==> config.mk <==
export PLATFORM = sky130hd
export DESIGN_NAME = mpx_trace_capture
export DESIGN_NICKNAME = d
export VERILOG_FILES = /design/src/rtl/mpx_trace_capture.sv
export SDC_FILE = /design/constraint.sdc
export NUM_CORES = 2
export LEC_CHECK = 0
export CAP_MARGIN = 20
export CELL_PAD_IN_SITES_DETAIL_PLACEMENT = 1
export CELL_PAD_IN_SITES_GLOBAL_PLACEMENT = 2
export CORE_MARGIN = 2
export CORE_UTILIZATION = 44
export DETAILED_ROUTE_END_ITERATION = 10
export HOLD_SLACK_MARGIN = 0.12
export PLACE_DENSITY = 0.76
export SLEW_MARGIN = 20
export SYNTH_ARGS = -nofsm -noshare
export SYNTH_HDL_FRONTEND = slang
export SYNTH_SLANG_ARGS = --single-unit
==> constraint.sdc <==
create_clock -name clk_i -period 11 [get_ports clk_i]
set_input_delay 1.1 -clock clk_i [delete_from_list [all_inputs] [get_ports clk_i]]
set_output_delay 1.1 -clock clk_i [all_outputs]
set_load 0.01 [all_outputs]
==> src/rtl/mpx_trace_capture.sv <==
// mpx_trace_capture: instruction-trace capture controller for the MPX core.
// Snoops the retire stream into a circular buffer, arms/triggers/fills the
// post-trigger window, then drains the captured window oldest-first.
//
// Ports:
//   clk_i, rst_i                 clock, async active-low reset
//   valid_i, pc_i, opcode_i      retire stream
//   arm_i, post_count_i          start capture, post-trigger length (sampled on arm)
//   trig_en_i, trig_pc_i         PC-match trigger
//   trig_force_i                 manual trigger
//   rd_valid_o, rd_ready_i       readout handshake
//   rd_pc_o, rd_opcode_o         current readout entry
//   rd_last_o                    current entry is the final one
//   state_o, triggered_o, count_o  status
module mpx_trace_capture #(
  parameter int unsigned DEPTH_W = 6
) (
  input  logic               clk_i,
  input  logic               rst_i,
  input  logic               valid_i,
  input  logic [31:0]        pc_i,
  input  logic [31:0]        opcode_i,
  input  logic               arm_i,
  input  logic [DEPTH_W:0]   post_count_i,
  input  logic               trig_en_i,
  input  logic [31:0]        trig_pc_i,
  input  logic               trig_force_i,
  output logic               rd_valid_o,
  input  logic               rd_ready_i,
  output logic [31:0]        rd_pc_o,
  output logic [31:0]        rd_opcode_o,
  output logic               rd_last_o,
  output logic [1:0]         state_o,
  output logic               triggered_o,
  output logic [DEPTH_W:0]   count_o
);

  localparam int unsigned DEPTH = 1 << DEPTH_W;
  localparam int unsigned CW    = DEPTH_W + 1;

  typedef enum logic [1:0] {
    ST_IDLE  = 2'd0,
    ST_ARMED = 2'd1,
    ST_POST  = 2'd2,
    ST_DONE  = 2'd3
  } state_t;

  state_t               state_q, state_d;
  logic [DEPTH_W-1:0]   wr_ptr_q, wr_ptr_d;
  logic [DEPTH_W-1:0]   rd_ptr_q, rd_ptr_d;
  logic [CW-1:0]        count_q, count_d;
  logic [CW-1:0]        remaining_q, remaining_d;
  logic [CW-1:0]        left_q, left_d;
  logic [CW-1:0]        post_len_q, post_len_d;
  logic                 triggered_q, triggered_d;

  logic [63:0]          mem [DEPTH];
  logic                 wr_en;
  logic                 trig;
  logic                 enter_done;
  logic                 rd_fire;
  logic [CW-1:0]        post_clamp;

  assign trig       = trig_force_i | (valid_i & trig_en_i & (pc_i == trig_pc_i));
  assign post_clamp = (post_count_i > CW'(DEPTH)) ? CW'(DEPTH) : post_count_i;
  assign rd_valid_o = (state_q == ST_DONE) && (left_q != '0);
  assign rd_fire    = rd_valid_o & rd_ready_i;

  // Next-state and datapath control
  always_comb begin
    state_d     = state_q;
    wr_ptr_d    = wr_ptr_q;
    rd_ptr_d    = rd_ptr_q;
    count_d     = count_q;
    remaining_d = remaining_q;
    left_d      = left_q;
    post_len_d  = post_len_q;
    triggered_d = triggered_q;
    wr_en       = 1'b0;
    enter_done  = 1'b0;

    if (arm_i) begin
      state_d     = ST_ARMED;
      count_d     = '0;
      triggered_d = 1'b0;
      post_len_d  = post_clamp;
      left_d      = '0;
    end else begin
      unique case (state_q)
        ST_ARMED: begin
          if (trig) begin
            triggered_d = 1'b1;
            if (valid_i && (post_len_q != '0)) begin
              wr_en       = 1'b1;
              remaining_d = post_len_q - CW'(1);
            end else begin
              remaining_d = post_len_q;
            end
            if (remaining_d == '0) enter_done = 1'b1;
            else                   state_d    = ST_POST;
          end else if (valid_i) begin
            wr_en = 1'b1;
          end
        end
        ST_POST: begin
          if (valid_i) begin
            wr_en       = 1'b1;
            remaining_d = remaining_q - CW'(1);
            if (remaining_d == '0) enter_done = 1'b1;
          end
        end
        ST_DONE: begin
          if (rd_fire) begin
            rd_ptr_d = rd_ptr_q + DEPTH_W'(1);
            left_d   = left_q - CW'(1);
            if (left_q == CW'(1)) state_d = ST_IDLE;
          end else if (left_q == '0) begin
            state_d = ST_IDLE;
          end
        end
        default: ;
      endcase

      if (wr_en) begin
        wr_ptr_d = wr_ptr_q + DEPTH_W'(1);
        count_d  = (count_q == CW'(DEPTH)) ? count_q : count_q + CW'(1);
      end

      // Readout starts at the oldest held entry; a full buffer wraps to wr_ptr.
      if (enter_done) begin
        state_d  = ST_DONE;
        rd_ptr_d = wr_ptr_d - count_d[DEPTH_W-1:0];
        left_d   = count_d;
      end
    end
  end

  // State register
  always_ff @(posedge clk_i or negedge rst_i) begin
    if (!rst_i) begin
      state_q     <= ST_IDLE;
      wr_ptr_q    <= '0;
      rd_ptr_q    <= '0;
      count_q     <= '0;
      remaining_q <= '0;
      left_q      <= '0;
      post_len_q  <= '0;
      triggered_q <= 1'b0;
    end else begin
      state_q     <= state_d;
      wr_ptr_q    <= wr_ptr_d;
      rd_ptr_q    <= rd_ptr_d;
      count_q     <= count_d;
      remaining_q <= remaining_d;
      left_q      <= left_d;
      post_len_q  <= post_len_d;
      triggered_q <= triggered_d;
    end
  end

  // Trace storage; contents need no reset
  always_ff @(posedge clk_i) begin
    if (wr_en) mem[wr_ptr_q] <= {pc_i, opcode_i};
  end

  // Data gated by rd_valid_o so outputs read 0 outside readout
  assign {rd_pc_o, rd_opcode_o} = rd_valid_o ? mem[rd_ptr_q] : 64'd0;
  assign rd_last_o   = rd_valid_o && (left_q == CW'(1));
  assign state_o     = state_q;
  assign triggered_o = triggered_q;
  assign count_o     = count_q;

endmodule

-- Word level (Yosys, flattened, before mapping)
Memories as Yosys holds them, arrays and structs flattened.
Cells that the tools add are included.
- flip-flop bits (word level): 43
- logic and storage cells: 102
- output and inout bits: 76
- memories: 1
- RAM bits: 4096
- multiplexer cells: 47
- magnitude comparators: 1
- add/subtract/negate cells: 7
- bitwise gates (word level): 5
- equality and inequality tests: 12
- reduce and logical (&&, ||, !) cells: 21
- memories (name ; words ; width ; read ports ; clocked after Yosys merged registers in ; write ports ; line ; source):
    mem ; 64 ; 64 ; 1 ; 0 ; 1 ; 57 ; logic [63:0] mem [DEPTH];
- operators by type and width (operator ; number):
    $mux W7 ; 15
    $mux W64 ; 1
    $eq A32 B32 Y1 ; 1
    $mux W6 ; 5
    $logic_not A7 Y1 ; 3
    $sub A7 B1 Y7 const B ; 3
    $mux W1 ; 15
    $mux W2 ; 7
    $pmux W7 S2 ; 1
    $reduce_bool A7 Y1 ; 2
    $add A6 B1 Y6 const B ; 2
    $ne A5 B3 Y1 const B ; 2
    $reduce_bool A2 Y1 ; 5
    $ne A4 B4 Y1 const B ; 2
    $add A7 B1 Y7 const B ; 1
    $eq A7 B1 Y1 const B ; 1
    $eq A7 B7 Y1 const B ; 1
    $gt A7 B7 Y1 const B ; 1
    $reduce_bool A3 Y1 ; 2
    $sub A6 B6 Y6 ; 1
    $reduce_and A5 Y1 ; 1
    $eq A2 B2 Y1 const B ; 2
    $ne A2 B2 Y1 const B ; 2
    $pmux W1 S2 ; 2
    10 further kinds ; 15

-- Depth between registers and ports, before layout
- word-level depth: 13
- mapped depth: 19
- depth with buffers taken out: 18

-- Worst setup path before layout
OpenSTA, ideal clock, no wires.
- kind: input-to-reg
- start: input port pc_i[3]
- end: memory mem[61][0] (enable)
- required time: 10.513 ns
- stages on the path: 9
- path slack: 5.227 ns
- arrival time: 5.286 ns
- buffers on the path: 2
- cells stage by stage: xor2_1 -> nor3_1 -> and4_1 -> and4_1 -> buf_2 -> nor2_1 -> clkbuf_1 -> nand4b_1 -> nor2_1
- word-level cells in the longest chain between the ends: 9
- ends and longest elaborated chain (what ; line ; source):
    start: declaration ; 21 ; input logic [31:0] pc_i,
    $eq A32 B32 Y1 ; 64 ; assign trig = trig_force_i | (valid_i & trig_en_i & (pc_i == trig_pc_i));
    $and A1 B1 Y1 ; 64 ;
    $or A1 B1 Y1 ; 64 ;
    $mux W1 ; 91 ; if (trig) begin
    $pmux W1 S2 ; 89 ; unique case (state_q)
    $mux W1 (2 in a row) ; 82 ; if (arm_i) begin
    $mux W1 ; 163 ; if (wr_en) mem[wr_ptr_q] <= {pc_i, opcode_i};
    $mux W1 (not written as such) ; 163 ;
    end: declaration ; 57 ;
No other way between the ends. The select of a mux whose other input is x is not followed.

-- Final worst setup path
- start: register rd_ptr_q[0]
- end: output port rd_opcode_o[26]
- word-level cells in the longest chain between the ends: 2
- ends and longest elaborated chain (what ; line ; source):
    start: declaration ; 50 ; logic [DEPTH_W-1:0] rd_ptr_q, rd_ptr_d;
    start signal: assignment ; 152 ; rd_ptr_q <= rd_ptr_d;
    $mem_v2 Z64 W64 ; -- ;
    $mux W64 ; 167 ; assign {rd_pc_o, rd_opcode_o} = rd_valid_o ? mem[rd_ptr_q] : 64'd0;
    end: declaration ; 31 ; output logic [31:0] rd_opcode_o,
No other way between the ends.

==> parameters.txt <==
Parameter                              Value

Critical path
  Reg-to-reg critical path endpoint    mem[36][41]
  Arrival time reported for the critical path endpoint    5.86 ns
  Startpoint Class    flip-flop
  Logic depth of the worst register-to-register path    10
  Category of the worst setup path capture point    primary output
  Critical path start-end classification    reg2out
  Maximum fanout count along the critical path    40
  WP data required    9.90 ns
  Worst flop-to-flop path startpoint    state_o[0]
  R2r setup slk    5.28 ns

STA
  Post-route clock period utilization    63.3%
  Tmin final    6.96 ns
  Setup TNS after final layout    0 ns
  Setup violators final    0
  Achievable clock frequency    0.144 GHz
  Max Clock Skew    0.0853 ns
  RSZ-0062 raised after global routing    false
  Number of pins with negative max-slew slack in the final report    0
  Count of final hold-check violations    0
  Least-Margin Pin Slew    1.18 ns
  Headroom to the max-slew limit    21.4%

CTS
  Clock latency on the worst-skew pair    1.00 ns
  Clk root buf    sky130_fd_sc_hd__clkbuf_16
  Clock tree from TritonCTS    built
  Clock input transition at the sequential cells of the worst setup and hold paths    0.06 ns
  Maximum buffer depth of the clock tree    4
  Number of post-CTS setup repair buffers    0
  Post-cts hold buffer count    0
  Number of gates given a new drive strength after cts    0
  Number of levels the H-tree was split into    5
  Cts bufs inserted    412
  Clock sink count    4139

Global routing
  Antenna violations before repair    15
  Aggregate global routing overflow    0
  Via count of the first global-routing pass    77300
  First-pass GRT wire length    613 mm
  Gr usage total    23.9%
  Maximum number of pins on one net before global-route repair    139

Power and ir drop
  Leakage power summed over all cells    54.1 nW
  Net switching power    0.0102 W
  Cell-internal power    0.0296 W
  Share of power burned in combinational logic    20.8%
  Proportion of power drawn by flip-flops and latches    44.0%
  Peak supply drop    0.187 mV
  Switch share    25.6%
  Clock network fraction of total power    35.2%
  Areal power density over the cells    220 nW/um2

Yosys
  Post-synthesis async set-or-reset flop share    1.04%
  Share of the yosys chip area belonging to registers    78.2%
  Synth Register Bits    4139
  Distinct cell type count of the synthesized netlist    65
  Post-Synthesis Cells    6281
  Avg Cell Area, Syn    25.3 um2
  Yosys synthesis warning count    0
  Mapped cell area    159000 um2
  Syn Nets    6409
  Number of synthesized flops with an enable pin    4096
  Post-synth top flop    sky130_fd_sc_hd__edfxtp_1

Job
  Max-Cap Viols    0

Placed design
  Half-perimeter wire length after detailed placement    238 mm
  Routability Congestion    0.776
  Count of input and output buffers    185

Drt
  Vias per std cell    6.20
  Post-DR wirelength/cell    36.6 um
  Detailed router's first-iteration violation count    9842
  Detailed-router iteration count before antenna repair    5
  Detailed-route via count    73600
  Routed WL    435 mm
  Post-route DRC    0
  Remaining antenna violation count    0

Run status
  Outcome    completed

Floorplan
  Die outline height    604 um
  Width of the chip    604 um
  Total die area    365000 um2
  Placeable core region    359000 um2
  Placement row count    220
  Initial standard-cell utilization of the core    44.2%
  Io pins    186

Finish
  Highest-count cells in the layout ignoring fill and taps    sky130_fd_sc_hd__edfxtp_1 (4096), sky130_fd_sc_hd__mux4_2 (1344), sky130_fd_sc_hd__clkbuf_16 (421)
  Share of the core filled with cells in the final layout    50.4%
  Number of fillers in the final layout    30800
  Layout cells sized above 1    32.3%
  Final net count    6884
  Post-synthesis to final-layout area growth    14.1%
  Most common cell after layout, fill and taps aside    sky130_fd_sc_hd__edfxtp_1

Worst hold path
  Worst hold-check path type    in2async
## stage by stage
step	instances	power, W	cell area (um2)	hold WS (ns)	setup WS [ns]
after floorplan	6281	0.0237	159000	0.463	5.23
after global placement	11100	0.0262	167000	0.488	3.84
after detailed placement	11100	0.0263	167000	0.498	3.70
after CTS	11900	0.0402	181000	0.251	3.80
after global routing	11900	0.0410	181000	0.295	3.74
final	11900	0.0398	181000	0.247	4.04
## worst max path at each step
stage,slack (ns),cells past startpoint,endpoint,from
2_1_floorplan,5.23,9,mem[61][0],pc_i[3]
3_3_place_gp,3.84,11,mem[58][41],pc_i[8]
3_5_place_dp,3.70,11,mem[54][40],pc_i[8]
4_1_cts,3.80,7,rd_pc_o[12],rd_ptr_q[0]
5_1_grt,3.74,7,rd_opcode_o[26],rd_ptr_q[0]
6_report,4.04,7,rd_opcode_o[26],rd_ptr_q[0]
## power groups by stage
stage	clock, W	combinational [W]	sequential [W]
floorplan	0	0.00588	0.0178
global placement	0	0.00828	0.0179
detailed placement	0	0.00837	0.0179
CTS	0.0142	0.00842	0.0175
global route	0.0148	0.00874	0.0176
finish	0.0140	0.00827	0.0175
## cells in the mapped netlist (5+ instances only)
cell,n,share of area (%)
sky130_fd_sc_hd__a211oi_1,8,0.038
sky130_fd_sc_hd__a21oi_1,17,0.054
sky130_fd_sc_hd__and2_1,64,0.25
sky130_fd_sc_hd__buf_1,45,0.11
sky130_fd_sc_hd__buf_2,73,0.23
sky130_fd_sc_hd__clkbuf_1,214,0.51
sky130_fd_sc_hd__dfrtp_1,43,0.68
sky130_fd_sc_hd__edfxtp_1,4096,78
sky130_fd_sc_hd__ha_1,17,0.13
sky130_fd_sc_hd__inv_1,27,0.064
sky130_fd_sc_hd__mux4_2,1344,19
sky130_fd_sc_hd__nand2_1,30,0.071
sky130_fd_sc_hd__nand3_1,15,0.047
sky130_fd_sc_hd__nand3b_1,9,0.043
sky130_fd_sc_hd__nand4_1,10,0.039
sky130_fd_sc_hd__nor2_1,97,0.23
sky130_fd_sc_hd__nor3_1,14,0.044
sky130_fd_sc_hd__nor4_1,8,0.032
sky130_fd_sc_hd__o21ai_0,18,0.057
sky130_fd_sc_hd__or3_1,5,0.020
sky130_fd_sc_hd__xnor2_1,36,0.20
sky130_fd_sc_hd__xor2_1,21,0.12
## critical path: stages (launching register included)
cell and delay (ns):
sky130_fd_sc_hd__dfrtp_4 0.78, sky130_fd_sc_hd__buf_4 0.71, sky130_fd_sc_hd__buf_4 0.77, sky130_fd_sc_hd__mux4_2 0.61, sky130_fd_sc_hd__mux4_2 0.58, sky130_fd_sc_hd__mux4_2 0.61
sky130_fd_sc_hd__and2_1 0.22, sky130_fd_sc_hd__clkdlybuf4s50_1 0.48
## cell type report
type	count	area [um2]	area share (%)
Sequential cell	4139	124000	68.6
Multi-Input combinational cell	1783	33600	18.6
Antenna cell	10	25.0	0.0138
Timing Repair Buffer	393	3760	2.08
Clock inverter	271	2630	1.45
Inverter	27	101	0.0560
Clock buffer	483	10800	5.95
Tap cell	4773	5970	3.30
## sequential cells by signal, summed over array words and instances, names as in the netlist, 2 cells and up
name         count
mem           4096
count_o          7
left_q           7
post_len_q       7
remaining_q      7
rd_ptr_q         6
wr_ptr_q         6
state_o          2
## routing by layer
layer	share of wire, %	routed length, um	GRT usage [%]	up-vias
met5	0.012	53	0	-
met4	3.7	16000	7.82	8
met3	8.3	36300	4.02	648
met2	49	214000	38.9	3846
met1	39	169000	33.1	40800
li1	-	-	-	28400
## logic make-up (layout without fill, tap and decap cells)
family | after synthesis | count (layout) | synth area share, %
other | 0 | 10 | 0
DFF | 4139 | 4139 | 78.2
adders and majority gates | 19 | 19 | 0.154
xor gates and xnor gates | 59 | 59 | 0.344
buffers and inverters | 359 | 1174 | 0.907
muxes | 1351 | 1351 | 19.1
AOI/OAI and AO/OA | 73 | 73 | 0.308
and+or+nand+nor | 281 | 281 | 0.920
(Power assumes the default switching activity.)
